## src/rtl/ppu_bg_fetch.sv

```systemverilog
// Purpose : 2C02 background tile fetch sequencer; walks loopy v over a scanline run and
//           issues NT / AT / pattern-lo / pattern-hi reads on the 14-bit PPU bus.
// Latency : line_start in cycle C -> first NT address in C+1; one tile strobe every 8 cycles.
// Backpr. : none; the responder must return read data one cycle after the address.
//           line_start and v_load are ignored while busy.
// Ports   : clk, rst (async, active low)
//           line_start, v_load, v_i, t_i, bg_table  - run control and loopy registers
//           data_i / addr / rw                      - memory map read port (read only)
//           tile_valid, tile_lo, tile_hi, tile_attr - completed tile to the shifters
//           busy, v_o                               - run in progress, current v
module ppu_bg_fetch #(
   parameter int TILES = 34
) (
   input  logic        clk,
   input  logic        rst,
   input  logic        line_start,
   input  logic        v_load,
   input  logic [14:0] v_i,
   input  logic [14:0] t_i,
   input  logic        bg_table,
   input  logic [7:0]  data_i,
   output logic [13:0] addr,
   output logic        rw,
   output logic        tile_valid,
   output logic [7:0]  tile_lo,
   output logic [7:0]  tile_hi,
   output logic [1:0]  tile_attr,
   output logic        busy,
   output logic [14:0] v_o
);

   localparam int TW = $clog2(TILES);

   typedef enum logic [1:0] {
      S_IDLE,
      S_FETCH,
      S_WRAP
   } state_t;

   state_t        state;
   state_t        state_nxt;
   logic [2:0]    phase;
   logic [TW-1:0] tile;
   logic [14:0]   v;
   logic [7:0]    nt;
   logic [1:0]    at;
   logic [7:0]    lo;

   logic          last_tile;
   logic [14:0]   v_start;
   logic [14:0]   v_incx;

   // Only t[10] and t[4:0] take part in the horizontal copy.
   logic          unused_t;
   assign unused_t = ^{t_i[14:11], t_i[9:5]};

   // ---------------------------------------------------------------
   // Address and loopy-v helpers
   // ---------------------------------------------------------------
   function automatic logic [13:0] nt_addr(input logic [14:0] vv);
      return {2'b10, vv[11:0]};
   endfunction

   // 0x23C0 | nametable select | coarse Y / 4 | coarse X / 4
   function automatic logic [13:0] at_addr(input logic [14:0] vv);
      return {2'b10, vv[11:10], 4'b1111, vv[9:7], vv[4:2]};
   endfunction

   // bg_table<<12 | tile index<<4 | plane<<3 | fine Y
   function automatic logic [13:0] pt_addr(input logic tbl, input logic [7:0] idx,
                                           input logic plane, input logic [2:0] fy);
      return {1'b0, tbl, idx, plane, fy};
   endfunction

   function automatic logic [14:0] inc_x(input logic [14:0] vv);
      logic [14:0] r;
      r = vv;
      if (r[4:0] == 5'd31) begin
         r[4:0] = 5'd0;
         r[10]  = ~r[10];
      end else begin
         r[4:0] = r[4:0] + 5'd1;
      end
      return r;
   endfunction

   // Fine-Y increment followed by the horizontal copy from t.
   function automatic logic [14:0] end_of_line(input logic [14:0] vv, input logic [14:0] tt);
      logic [14:0] r;
      r = vv;
      if (r[14:12] != 3'd7) begin
         r[14:12] = r[14:12] + 3'd1;
      end else begin
         r[14:12] = 3'd0;
         if (r[9:5] == 5'd29) begin
            // last visible tile row: wrap and switch vertical nametable
            r[9:5] = 5'd0;
            r[11]  = ~r[11];
         end else if (r[9:5] == 5'd31) begin
            // rows 30/31 sit in attribute space; wrap without a nametable flip
            r[9:5] = 5'd0;
         end else begin
            r[9:5] = r[9:5] + 5'd1;
         end
      end
      r[10]  = tt[10];
      r[4:0] = tt[4:0];
      return r;
   endfunction

   assign v_start = v_load ? v_i : v;
   assign v_incx  = inc_x(v);

   // ---------------------------------------------------------------
   // FSM: next state
   // ---------------------------------------------------------------
   always_comb begin
      state_nxt = state;
      last_tile = (tile == TW'(TILES - 1));
      case (state)
         S_IDLE:  if (line_start) state_nxt = S_FETCH;
         S_FETCH: if (phase == 3'd7 && last_tile) state_nxt = S_WRAP;
         S_WRAP:  state_nxt = S_IDLE;
         default: state_nxt = S_IDLE;
      endcase
   end

   always_ff @(posedge clk or negedge rst) begin
      if (!rst) state <= S_IDLE;
      else      state <= state_nxt;
   end

   // ---------------------------------------------------------------
   // Datapath
   // ---------------------------------------------------------------
   always_ff @(posedge clk or negedge rst) begin
      if (!rst) begin
         addr       <= 14'd0;
         phase      <= 3'd0;
         tile       <= '0;
         v          <= 15'd0;
         nt         <= 8'd0;
         at         <= 2'd0;
         lo         <= 8'd0;
         tile_valid <= 1'b0;
         tile_lo    <= 8'd0;
         tile_hi    <= 8'd0;
         tile_attr  <= 2'd0;
      end else begin
         tile_valid <= 1'b0;
         case (state)
            S_IDLE: begin
               if (v_load) v <= v_i;
               if (line_start) begin
                  addr  <= nt_addr(v_start);
                  phase <= 3'd0;
                  tile  <= '0;
               end
            end
            S_FETCH: begin
               phase <= phase + 3'd1;
               // Data for the address issued on the even phase arrives on the odd
               // phase; capture it and present the next address on the same edge.
               case (phase)
                  3'd1: begin
                     nt   <= data_i;
                     addr <= at_addr(v);
                  end
                  3'd3: begin
                     // quadrant select {coarse Y bit 1, coarse X bit 1} picks the 2-bit field
                     at   <= {data_i[{v[6], v[1], 1'b1}], data_i[{v[6], v[1], 1'b0}]};
                     addr <= pt_addr(bg_table, nt, 1'b0, v[14:12]);
                  end
                  3'd5: begin
                     lo   <= data_i;
                     addr <= pt_addr(bg_table, nt, 1'b1, v[14:12]);
                  end
                  3'd7: begin
                     tile_valid <= 1'b1;
                     tile_lo    <= lo;
                     tile_hi    <= data_i;
                     tile_attr  <= at;
                     v          <= v_incx;
                     if (!last_tile) begin
                        addr <= nt_addr(v_incx);
                        tile <= tile + TW'(1);
                     end
                  end
                  default: ;
               endcase
            end
            S_WRAP: begin
               v <= end_of_line(v, t_i);
            end
            default: ;
         endcase
      end
   end

   assign rw   = 1'b1;
   assign busy = (state != S_IDLE);
   assign v_o  = v;

endmodule

```

## config.mk

```make
export PLATFORM = sky130hd
export DESIGN_NAME = ppu_bg_fetch
export DESIGN_NICKNAME = d
export VERILOG_FILES = /design/src/rtl/ppu_bg_fetch.sv
export SDC_FILE = /design/constraint.sdc
export NUM_CORES = 1
export LEC_CHECK = 0
export CAP_MARGIN = 15
export CORE_ASPECT_RATIO = 0.7
export CORE_MARGIN = 3
export CORE_UTILIZATION = 59
export DETAILED_ROUTE_END_ITERATION = 6
export DONT_BUFFER_PORTS = 1
export PLACE_DENSITY = 0.72
export SLEW_MARGIN = 25
export SYNTH_ARGS = -nofsm -noshare
export SYNTH_HDL_FRONTEND = slang
export SYNTH_SLANG_ARGS = --single-unit
export TNS_END_PERCENT = 20
```

## constraint.sdc

```tcl
create_clock -name clk -period 4.5 [get_ports clk]
set_input_delay 0.9 -clock clk [delete_from_list [all_inputs] [get_ports clk]]
set_output_delay 0.9 -clock clk [all_outputs]
set_load 0.05 [all_outputs]
```

==> results of run 1 <==
==> per-layer routing <==
layer,GRT usage,vias up
met1,0.387,1581
met3,0.0858,9
li1,-,1463
met5,0,-
met2,0.361,149
met4,0.0719,0
==> stage by stage <==
step                 util  hold WS [ns]  instance area [sq um]  instances  setup WS [ns]
finish              0.651         0.222                   4480        495           1.48
global route        0.651         0.191                   4480        495           1.22
CTS                 0.651         0.210                   4480        495           1.51
detailed placement  0.617         0.490                   4250        479           1.51
global placement    0.617         0.483                   4250        479           1.59
floorplan               -         0.475                   4260        407           2.39
==> worst max-delay path by stage <==
stage                                    start  slack, ns                    to  depth (start not counted)
after floorplan             v_o[1]$_DFFE_PN0P_       2.39   addr[2]$_DFFE_PN0P_                          7
after global placement    phase[0]$_DFFE_PN0P_       1.59  addr[10]$_DFFE_PN0P_                          6
after detailed placement  phase[0]$_DFFE_PN0P_       1.51  addr[10]$_DFFE_PN0P_                          6
after CTS                 phase[0]$_DFFE_PN0P_       1.51  addr[10]$_DFFE_PN0P_                          6
after global routing      phase[0]$_DFFE_PN0P_       1.22  addr[10]$_DFFE_PN0P_                          6
final                     phase[0]$_DFFE_PN0P_       1.48  addr[10]$_DFFE_PN0P_                          6
==> power breakdown <==
group | internal (mW) | switching (mW)
clock | 0.322 | 0.287
combinational | 0.581 | 0.741
sequential | 0.995 | 1.02
==> kinds of logic (layout without fill, tap and decap cells) <==
group                    after synthesis  count (layout)  synth area share
XOR/XNOR                               5               5            0.0103
flip-flops                            77              77             0.453
AND/OR/NAND/NOR                      122             122             0.144
multiplexers                          55              55             0.148
other                                  1               1          0.000881
buffers and inverters                 37              31            0.0438
AO/OA/AOI/OAI                         94              94             0.153
adder cells (fa/ha/maj)               16              16            0.0470
==> critical path: cells and delay by family (launching register included) <==
family / cells / cell delay (ns)
AND/OR/NAND/NOR: 1 / 0.85
flip-flops: 1 / 0.45
adder cells (fa/ha/maj): 2 / 0.71
AO/OA/AOI/OAI: 3 / 0.87
==> sequential cells by signal, summed over array words and instances (netlist names), 2 cells and up <==
register / count
v_o: 15
tile_hi: 8
phase: 3
nt: 8
lo: 8
state: 2
at: 2
addr: 14
tile: 6
tile_lo: 8
tile_attr: 2
==> cell type report <==
| type | instances | area share |
|---|---|---|
| Clock buffer | 9 | 0.0277 |
| Clock inverter | 7 | 0.0237 |
| Inverter | 14 | 0.0117 |
| Multi-Input combinational cell | 293 | 0.479 |
| Sequential cell | 77 | 0.430 |
| Tap cell | 94 | 0.0263 |
| Timing Repair Buffer | 1 | 0.00168 |
==> cells in the final DEF (no fill, tap or decap), types with 3 or more instances in the layout <==
cell and count:
dfrtp_1 77, nand2_1 42, mux2_2 40, o21ai_0 27, nor2_1 24, ha_1 16
a21oi_1 15, inv_1 13, mux2i_1 12, nand3_1 10, clkbuf_8 9, o31ai_1 8
nor2b_1 6, and2_1 6, a211oi_1 5, nand2b_1 5, a221oi_1 5, and3_1 4
xnor2_1 4, nor3_1 4, a221o_1 4, o22a_1 3, o221ai_1 3, nor4_1 3
==> results.py, run 1 <==
metrics = {
    "detailed_routing": {
        "met2_length_microns": 4370,
        "dr_wl_met3_microns": 1060,
        "ant_nets": 0,
        "vias": 3202,
        "drt-initial-drc-count": 225,
        "via_per_inst": 6.47,
        "met1_length_microns": 4680,
        "wl_per_cell_microns": 20.6,
        "highest_layer": "met4",
        "post-route-drc-count": 0,
        "totalWireLength_microns": 10200,
        "drt_pass1_iterations": 5,
    },
    "global_route": {
        "grt_pass1_vias": 3102,
        "grt_max_degree": 78,
        "antenna_found_initial": 0,
        "overflow": 0,
        "grt_pass1_wl_microns": 16500,
        "grt_use_total": 0.260,
    },
    "setup_path": {
        "cp_cell_sequence": "ha_1 -> ha_1 -> nand2_1 -> o22ai_1 -> a311oi_1 -> o21ai_0",
        "worstPathRequired_ns": 4.71,
        "crit_type": "flop to flop",
        "path_common_cell": "ha_1",
        "r2r_cells": 6,
        "critical_path.max_fanout": 23,
        "rr_startpoint": "phase[0]$_DFFE_PN0P_",
        "critPathCaptureType": "flop",
        "startpoint_type": "flop",
        "slowest_stage": "nand2_1",
        "arrival_ns": 3.24,
        "max_stage_delay_ns": 0.85,
        "reg2reg_setup_slack_ns": 1.48,
        "rr_endpoint": "addr[10]$_DFFE_PN0P_",
    },
    "floorplanning": {
        "initial_utilization": 0.619,
        "fp.dieH_microns": 77.1,
        "die_area_sq_um": 8290,
        "coreArea_sq_um": 6880,
        "rows": 25,
        "die_w_microns": 108,
        "io_pins": 93,
    },
    "yosys": {
        "synth.distinct_cells": 62,
        "synthFlopType": "dfrtp_1",
        "avgSynthCellArea_sq_um": 10.5,
        "ys_ff_latch": 77,
        "yosys_warnings": 0,
        "synth_edf_count": 0,
        "ys_top_cells_by_area": "dfrtp_1, mux2_2, ha_1",
        "synthesis.area_sq_um": 4260,
        "ys_top_cells_by_count": "dfrtp_1, nand2_1, mux2_2, o21ai_0, nor2_1",
        "synth_most_common_cell": "dfrtp_1",
        "syn_inst": 407,
        "async_flop_share": 1.00,
        "netlist.area_leader.share": 0.453,
        "syn-num-nets": 466,
        "synth.largest_area_cell": "dfrtp_1",
        "synth-seq-area-share": 0.453,
    },
    "timing": {
        "period_share": 0.672,
        "fin_crit_ns": 3.02,
        "setup_viol": 0,
        "hold_viol_final": 0,
        "skew_ns": 0.00531,
        "max_freq_ghz": 0.331,
        "slew_headroom": 0.346,
        "rsz0062_at_grt": "no",
        "worstMarginPinSlew_ns": 0.978,
        "fin_setup_tns_ns": 0,
        "slew_violations": 0,
    },
    "layout": {
        "antenna_cells": 0,
        "multi_input_area_sq_um": 2140,
        "final-seq-area_sq_um": 1930,
        "area_growth_syn_to_layout_pct": 5.20,
        "n_fill_cell": 559,
        "drive_above_1_share": 0.170,
        "finalNetCount": 455,
    },
    "worst_hold_path": {
        "hold_class": "primary input to async pin",
    },
    "placement": {
        "hpwl_microns": 7280,
        "port_buffers": 0,
        "place_congestion": 0.893,
    },
    "clock_tree": {
        "cts_buffers": 9,
        "cts_sinks": 77,
        "cts_tree": "done",
        "postCtsHoldBufs": 0,
        "ctsResizeCount": 0,
        "cts.htree.levels": 3,
        "clkSlewWorstSetupHoldPaths_ns": 0.09,
        "cts_setup_buffers": 0,
        "clk_path_buf_depth": 2,
        "cts-root-buf": "clkbuf_8",
        "clk_latency_ns": 0.36,
    },
    "power_and_ir_drop": {
        "power_density_nw_per_um2": 881,
        "p_total_mw": 3.95,
        "peakVddDrop_uv": 463,
        "p_leak_nw": 1.95,
    },
    "run_status": {
        "status": "complete, no violations",
    },
    "job": {
        "drv_cap": 0,
    },
}
No activity file was read; power rests on OpenSTA's default activity.
==> inputs of run 2 (changes only) <==
--- a/config.mk
+++ b/config.mk
@@ -8,7 +8,7 @@
 export CAP_MARGIN = 15
 export CORE_ASPECT_RATIO = 0.7
 export CORE_MARGIN = 3
-export CORE_UTILIZATION = 59
+export CORE_UTILIZATION = 57
 export DETAILED_ROUTE_END_ITERATION = 6
 export DONT_BUFFER_PORTS = 1
 export PLACE_DENSITY = 0.72
==> constraint.sdc (replaced) <==
create_clock -name clk -period 2.6 [get_ports clk]
set_input_delay 0.52 -clock clk [delete_from_list [all_inputs] [get_ports clk]]
set_output_delay 0.52 -clock clk [all_outputs]
set_load 0.05 [all_outputs]
==> run 2 against run 1 <==
  * Register-to-register slack lost 1.0 ns
  * Design area grew 3.2%
  * Count of clock-buffer cells in the layout is the same
  * Clock power grew 57%
  * Sequential power grew 52%
  * Critical path depth shrank 3
  * Via count grew 2.3%
  * First-iteration DRC count grew 2.7%
  * Largest cell class unchanged
==> results.py, run 2 (synthesis gave the netlist of run 1 again) <==
metrics = {
    "run_status": {
        "status": "complete, no violations",
    },
    "power_and_ir_drop": {
        "peakVddDrop_uv": 762,
        "power_density_nw_per_um2": 1510,
        "p_leak_nw": 2.04,
    },
    "setup_path": {
        "critical_path.max_fanout": 10,
        "path_common_cell": "inv_1",
        "cp_num_buf_inv": 2,
        "cp-endpoint": "busy",
        "cp_cell_sequence": "inv_1 -> ha_1 -> inv_1",
        "crit_path_start": "state[0]$_DFFE_PN0P_",
        "critPathCaptureType": "primary output",
        "worstPathRequired_ns": 2.08,
        "reg2reg_setup_slack_ns": 0.43,
        "crit_family": "buffers and inverters",
        "rr_endpoint": "addr[10]$_DFFE_PN0P_",
        "r2r_cells": 7,
        "crit_type": "flop to primary output",
        "startpoint_type": "flop",
        "arrival_ns": 1.74,
        "path_depth": 3,
        "slowest_stage": "ha_1",
        "rr_startpoint": "v_o[0]$_DFFE_PN0P_",
        "max_stage_delay_ns": 0.46,
    },
    "layout": {
        "drive_above_1_share": 0.209,
        "area_growth_syn_to_layout_pct": 8.61,
        "largest_reg_flops": 15,
        "final-seq-area_sq_um": 1930,
        "mostFrequentLayoutCells": "dfrtp_1, nand2_1, mux2_2, o21ai_0, nor2_1",
        "antenna_cells": 0,
        "final_common_cell": "dfrtp_1",
        "finalNetCount": 475,
        "n_fill_cell": 558,
        "multi_input_area_sq_um": 2140,
        "fin_util": 0.660,
    },
    "detailed_routing": {
        "vias": 3275,
        "totalWireLength_microns": 10500,
        "drt-initial-drc-count": 231,
        "ant_nets": 0,
        "drt_pass1_iterations": 5,
        "post-route-drc-count": 0,
        "wl_per_cell_microns": 20.3,
        "via_per_inst": 6.36,
    },
    "placement": {
        "port_buffers": 0,
        "post-place-ws_ns": 0.433,
        "place_congestion": 0.893,
        "hpwl_microns": 7610,
    },
    "clock_tree": {
        "cts_setup_buffers": 0,
        "clkSlewWorstSetupHoldPaths_ns": 0.09,
        "cts_buffers": 9,
        "clk_latency_ns": 0.36,
        "ctsResizeCount": 0,
        "cts-root-buf": "clkbuf_8",
        "cts_sinks": 77,
        "cts_tree": "done",
        "clk_path_buf_depth": 2,
        "cts.htree.levels": 3,
    },
    "timing": {
        "period_share": 0.868,
        "setup_viol": 0,
        "slew_violations": 0,
        "skew_ns": 0.0119,
        "slew_headroom": 0.536,
        "hold_viol_final": 0,
        "timing.final.ws_setup_ns": 0.343,
        "rsz0062_at_grt": "no",
        "fin_crit_ns": 2.26,
        "max_freq_ghz": 0.443,
        "worstMarginPinSlew_ns": 0.696,
        "fin_setup_tns_ns": 0,
    },
    "global_route": {
        "grt_max_degree": 78,
        "grt_pass1_vias": 3206,
        "antenna_found_initial": 0,
        "overflow": 0,
        "grt_use_total": 0.263,
        "grt_pass1_wl_microns": 17400,
    },
    "floorplanning": {
        "die_area_sq_um": 8560,
        "io_pins": 93,
        "rows": 25,
        "die_w_microns": 109,
        "initial_utilization": 0.608,
        "coreArea_sq_um": 7010,
        "fp.dieH_microns": 78.3,
    },
    "job": {
        "drv_cap": 0,
    },
    "worst_hold_path": {
        "hold_class": "primary input to async pin",
    },
}
## run 2: worst reg2reg max path: cells and delay by family (launching register included)
kind,cells,cell delay (ns)
AOI/OAI and AO/OA,3,0.71
adders and majority gates,2,0.50
DFF,1,0.40
xor gates and xnor gates,1,0.25
and+or+nand+nor,1,0.19
## run 2: worst min-delay path by stage
stage / startpoint / endpoint / slack [ns] / cells past startpoint
floorplan: rst / addr[0]$_DFFE_PN0P_ / 0.22 / 0
global placement: rst / tile_valid$_DFF_PN0_ / 0.23 / 0
detailed placement: rst / tile_lo[1]$_DFFE_PN0P_ / 0.23 / 0
CTS: rst / tile_lo[1]$_DFFE_PN0P_ / 0.05 / 1
global route: rst / lo[2]$_DFFE_PN0P_ / 0.06 / 1
finish: rst / tile_lo[1]$_DFFE_PN0P_ / 0.04 / 1
## run 2: routing by layer
layer  global-route usage  wire, microns  up-vias
met2                0.370           4440      146
met4               0.0660            108        0
met1                0.401           4900     1621
li1                     -              -     1498
met5                    0              0        -
met3               0.0690           1040       10
## run 2: where the power goes
| part | internal [mW] | switching [mW] |
|---|---|---|
| registers | 1.73 | 1.35 |
| clock network | 0.461 | 0.499 |
| logic | 1.17 | 1.78 |
| total | 3.36 | 3.63 |
## run 2: cell type report
| cell class | instances | area share |
|---|---|---|
| clock buffer | 9 | 0.0268 |
| clock inverter | 7 | 0.0176 |
| inverter | 14 | 0.0114 |
| multi-input combinational | 293 | 0.464 |
| sequential | 77 | 0.417 |
| tap | 94 | 0.0254 |
| timing repair buffer | 21 | 0.0384 |
## run 2: through the flow
step | area (sq um) | power [mW] | cells | hold slack (ns)
after detailed placement | 4390 | 6.00 | 498 | 0.226
after floorplan | 4260 | 5.26 | 407 | 0.224
after CTS | 4620 | 6.99 | 515 | 0.0533
after global routing | 4620 | 7.45 | 515 | 0.0586
final | 4620 | 6.99 | 515 | 0.0402
after global placement | 4390 | 5.88 | 498 | 0.226
## run 2: repair_timing
item	4_1_cts	5_1_grt
hold buffers	1	0
endpoints found under the hold margin	77	0
endpoints found under the setup margin	0	0
